File: config.mk
export PLATFORM = sky130hd
export DESIGN_NAME = sha_msg_padder
export DESIGN_NICKNAME = d
export VERILOG_FILES = /design/src/rtl/sha_msg_padder.sv
export SDC_FILE = /design/constraint.sdc
export NUM_CORES = 2
export LEC_CHECK = 0
export CAP_MARGIN = 20
export CORE_ASPECT_RATIO = 1.25
export CORE_MARGIN = 1.5
export CORE_UTILIZATION = 45
export CTS_CLUSTER_DIAMETER = 100
export DETAILED_ROUTE_END_ITERATION = 12
export PLACE_DENSITY = 0.67
export SLEW_MARGIN = 15
export SYNTH_ARGS = -nofsm -noshare
export SYNTH_HDL_FRONTEND = slang
export SYNTH_SLANG_ARGS = --single-unit
export TNS_END_PERCENT = 30
File: constraint.sdc
create_clock -name clk -period 4.15 [get_ports clk]
set_input_delay 0.83 -clock clk [delete_from_list [all_inputs] [get_ports clk]]
set_output_delay 0.83 -clock clk [all_outputs]
set_load 0.1 [all_outputs]
File: src/rtl/sha_msg_padder.sv
// sha_msg_padder: packs 32-bit message words into FIPS 180-4 padded 512-bit SHA-256 blocks.
module sha_msg_padder #(
   parameter int LEN_W = 64
) (
   input  logic         clk,
   input  logic         rst,
   input  logic         msg_valid,
   output logic         msg_ready,
   input  logic [31:0]  msg_data,
   input  logic         msg_last,
   input  logic [2:0]   msg_bytes,
   output logic         blk_valid,
   input  logic         blk_ready,
   output logic [511:0] block_out,
   output logic         blk_first,
   output logic         blk_last
);
   typedef enum logic [1:0] {FILL, EMIT, EMIT_XTRA} state_t;
   state_t state_q, state_d;
   logic [3:0] idx_q, idx_d;
   logic [LEN_W-1:0] len_q, len_d, len_nx;
   logic first_q, first_d, xm_q, xm_d;
   logic [31:0] buf_q [16];
   logic [31:0] buf_d [16];
   logic [511:0] blk_q, blk_d, blk_asm;
   logic blk_first_q, blk_first_d, blk_last_q, blk_last_d;
   logic acc, done, cmp, two;
   logic [2:0] n;
   logic [31:0] w;
   int ix, pi;
   assign acc = msg_valid & msg_ready;
   assign done = blk_valid & blk_ready;
   assign cmp = acc && (msg_last || idx_q == 4'd15);
   assign two = msg_last && pi > 14;
   assign block_out = blk_q;
   assign blk_first = blk_first_q;
   assign blk_last = blk_last_q;
   always_ff @(posedge clk) begin
      if (rst) state_q <= FILL;
      else state_q <= state_d;
   end
   always_comb begin
      state_d = state_q == FILL ? (cmp ? (two ? EMIT_XTRA : EMIT) : FILL) :
                state_q == EMIT ? (done ? FILL : EMIT) : (done ? EMIT : EMIT_XTRA);
   end
   always_comb begin
      msg_ready = state_q == FILL;
      blk_valid = state_q != FILL;
   end
   // Completed block as it would look if the current word finishes it.
   always_comb begin
      ix = int'(idx_q);
      n = msg_bytes > 3'd4 ? 3'd4 : msg_bytes;
      pi = ix + (n == 3'd4 ? 2 : 1);
      w = n == 3'd0 ? 32'h8000_0000 :
          n == 3'd1 ? {msg_data[31:24], 24'h80_0000} :
          n == 3'd2 ? {msg_data[31:16], 16'h8000} :
          n == 3'd3 ? {msg_data[31:8], 8'h80} : msg_data;
      len_nx = len_q + LEN_W'(msg_last ? {n, 3'b000} : 6'd32);
      blk_asm = '0;
      for (int i = 0; i < 16; i++)
         blk_asm[511-32*i -: 32] = i < ix ? buf_q[i] : i == ix ? (msg_last ? w : msg_data) :
                                   (msg_last && n == 3'd4 && i == ix + 1) ? 32'h8000_0000 : 32'h0;
      if (msg_last && pi <= 14) blk_asm[63:0] = 64'(len_nx);
   end
   always_comb begin
      idx_d = idx_q;
      len_d = len_q;
      first_d = first_q;
      xm_d = xm_q;
      buf_d = buf_q;
      blk_d = blk_q;
      blk_first_d = blk_first_q;
      blk_last_d = blk_last_q;
      if (acc) begin
         buf_d[idx_q] = msg_data;
         idx_d = idx_q + 4'd1;
         len_d = len_nx;
         if (cmp) begin
            blk_d = blk_asm;
            blk_first_d = first_q;
            blk_last_d = msg_last && !two;
            xm_d = msg_last && n == 3'd4 && idx_q == 4'd15;
         end
      end else if (done) begin
         if (state_q == EMIT_XTRA) begin
            blk_d = {xm_q ? 32'h8000_0000 : 32'h0, 416'h0, 64'(len_q)};
            blk_first_d = 1'b0;
            blk_last_d = 1'b1;
            first_d = 1'b0;
         end else begin
            idx_d = 4'd0;
            first_d = blk_last_q;
            if (blk_last_q) len_d = '0;
         end
      end
   end
   always_ff @(posedge clk) begin
      if (rst) begin
         idx_q <= '0;
         len_q <= '0;
         first_q <= 1'b1;
         xm_q <= 1'b0;
         blk_q <= '0;
         blk_first_q <= 1'b0;
         blk_last_q <= 1'b0;
      end else begin
         idx_q <= idx_d;
         len_q <= len_d;
         first_q <= first_d;
         xm_q <= xm_d;
         blk_q <= blk_d;
         blk_first_q <= blk_first_d;
         blk_last_q <= blk_last_d;
      end
   end
   always_ff @(posedge clk) buf_q <= buf_d;
endmodule

==> results.toml <==
[run_status]
outcome = "finished clean"

[final_layout]
drive_gt1_share_pct = 10.55
final_area_sq_um = 54350
n_fill_cell = 8095
fin_nets = 4797
syn2layout_area_growth_pct = 26.99
final_core_utilization_pct = 57.65
layout.cells.non_filler = 6053

[yosys]
synth_area_sq_um = 42800
synth-edff-count = 480
yosys_warnings = 0
synth.avg_cell_area_sq_um = 10.16
synth-adder-area-share_pct = 0.4736
syn_inst = 4212
yosysMostFrequentCell = "nor2_1"
yosysTopAreaCell = "edfxtp_1"
ys.flop_type = "dfxtp_1"
synth_area_leaders = "edfxtp_1 (34%), dfxtp_1 (27%), a22oi_1 (6.5%)"
yosys.area_share.simple_pct = 15.43
synth_compound_area_share_pct = 18.29
yosysSeqAreaShare_pct = 60.94
synth-xor-area-share_pct = 0.6344
synthArstFlopShare_pct = 0
netlist_top_cells_count = "nor2_1 (670), dfxtp_1 (583), edfxtp_1 (480)"
synth_top_family_by_area = "compound AO/OA/AOI/OAI gates"
yosysTopAreaCellShare_pct = 33.68
synth_nets = 4267
ys_types = 86
synthMuxAreaShare_pct = 0.4122
ys_ff_latch = 1063

[setup_path]
path_class = "reg -> out"
crit_fanout = 9
cpLargestDelayFamily = "buffers and inverters"
end_kind = "output pin"
critPathSlowestCell = "clkdlybuf4s50_1"
crit_buf_inv = 1
cp.required_ns = 3.32
crit_path_max_incr_delay_ns = 1.16
cp-start-kind = "flop"
worst_ep_arrival_time_ns = 2.71
crit_chain = "or2_1 -> clkdlybuf4s50_1"

[placement]
post-place-ws_ns = 0.1039
io_buffers = 555
dpl-instance-area_sq_um = 50820
place_hpwl_microns = 120400
dp_cells = 5848
gp_congestion = 0.9825

[routing]
via_count = 37560
wl_microns = 176200
vias_per_cell = 6.205
drcViolationCount = 0
drt_iter0_drc = 4813
ant_nets = 0
drt_pre_antenna_iters = 6
wl_per_cell_microns = 29.11

[clocking]
clkLatencyLatePin_ns = 0.71
cts_sinks = 1063
htreeDepth = 3
numCtsBuffers = 105
max-clock-path-buffers = 3
cts.repair.resized = 0
postCtsSetupBuffers = 0
clk_pin_slew_ns = 0.06
cts_hold_buf = 0
cts_tree = "yes"
root_buffer = "clkbuf_16"

[timing]
finalCriticalPeriod_ns = 3.538
finalSetupViolations = 0
finalCritPeriodShare_pct = 85.26
slew_violations = 0
worst_pin_slew_ns = 1.232
setup_tns_ns = 0
rsz0062_at_grt = "no"
fin_ws_ns = 0.6119
hold_ws_ns = 0.4491
fmax_ghz = 0.2826
hold_viol = 0
clock_skew_ns = 0.03212
maxSlewHeadroom_pct = 17.58

[global_routing]
antenna_found_initial = 11
grt_pass1_vias = 35010
grt_max_degree = 133
grt_overflow = 0
grt_pass1_wl_microns = 249800
grt_util_all_layers_pct = 35.40

[floorplanning]
dieHeight_microns = 347.8
io_pins = 556
initial_core_util_pct = 45.40
dieArea_sq_um = 96980
rows = 126
core_sq_um = 94280
die_w_microns = 278.8

[power]
report.power.total_mw = 23.55
p_per_area_nw_per_um2 = 433.2
ir_worst_vdd_mv = 0.3662
leakage_nw = 18.08

[min_path]
hp-class = "reg -> reg"

[run]
cap_violations = 0
## power by group
group	internal (mW)	leakage [nW]	total (mW)	switching (mW)
clock network	5.43	1.72	9.72	4.29
registers	11.1	9.04	11.2	0.0972
logic	0.594	7.32	2.64	2.05
## state kept, by name (all words and copies together) (netlist names), 2 cells and up
register	count
buf_q	480
len_q	61
block_out	512
idx_q	4
state_q	2
## cell usage in the layout (no fill, tap or decap), types with 12 or more instances in the layout
master / n
o41ai_1: 12
buf_4: 230
clkinv_2: 22
buf_12: 30
clkbuf_16: 108
ha_1: 13
inv_1: 24
nand4_1: 26
a21oi_1: 318
a221oi_1: 72
clkbuf_1: 32
nand3b_1: 19
nor2_4: 13
nor2_1: 650
o31ai_1: 13
dfxtp_1: 583
nand2_1: 361
nor3_1: 120
a211oi_1: 31
o21ai_0: 237
a31oi_1: 24
edfxtp_1: 480
nand3_1: 80
nor2b_1: 13
a22o_1: 13
and2_1: 25
xnor2_1: 20
a22oi_1: 373
clkdlybuf4s50_1: 552
and3_1: 20
and4_1: 13
mux2_2: 13
nor4_1: 21
clkbuf_8: 12
or3_1: 31
## worst min-delay path, cell delays in order (launching register included)
cell and delay (ns):
dfxtp_1 0.31, nand2_1 0.05, a21oi_1 0.05
## metal layers
layer  vias to the layer above  track usage (%)  part of all wire, %
met1                     18320            46.08                   38
met4                         8            22.24                  6.8
met5                         -                0                0.036
li1                      16430                -                    -
met3                       427            7.658                   10
met2                      2378            53.69                   45
## path summary, 6_finish.rpt
path / from / to / slack, ns / cells after the start
hold / removal: block_out[405]$_SDFFE_PP0P_ / block_out[405]$_SDFFE_PP0P_ / 0.45 / 2
setup reg to reg: idx_q[1]$_SDFFE_PP0P_ / block_out[245]$_SDFFE_PP0P_ / 0.69 / 8
setup / recovery: state_q[0]$_SDFF_PP0_ / blk_valid / 0.61 / 2
hold reg to reg: block_out[405]$_SDFFE_PP0P_ / block_out[405]$_SDFFE_PP0P_ / 0.45 / 2
## logic make-up after synthesis
kind of cell | after synthesis
xor gates and xnor gates | 31
AOI/OAI and AO/OA | 1207
DFF | 1063
and+or+nand+nor | 1465
adders and majority gates | 15
buffers and inverters | 415
muxes | 16
## area by class of cell
cell class / instances / area, sq um / share of cell area, %
flip-flops and latches: 1063 / 26090 / 47.99
clock buffers: 152 / 2988 / 5.497
clock inverters: 47 / 488.0 / 0.8978
multi-input cells: 2734 / 15290 / 28.14
diodes: 3 / 7.507 / 0.01381
inverters: 24 / 90.09 / 0.1657
repair buffers: 814 / 7879 / 14.50
well taps: 1216 / 1521 / 2.799
Power figures use the tool's default switching activity.
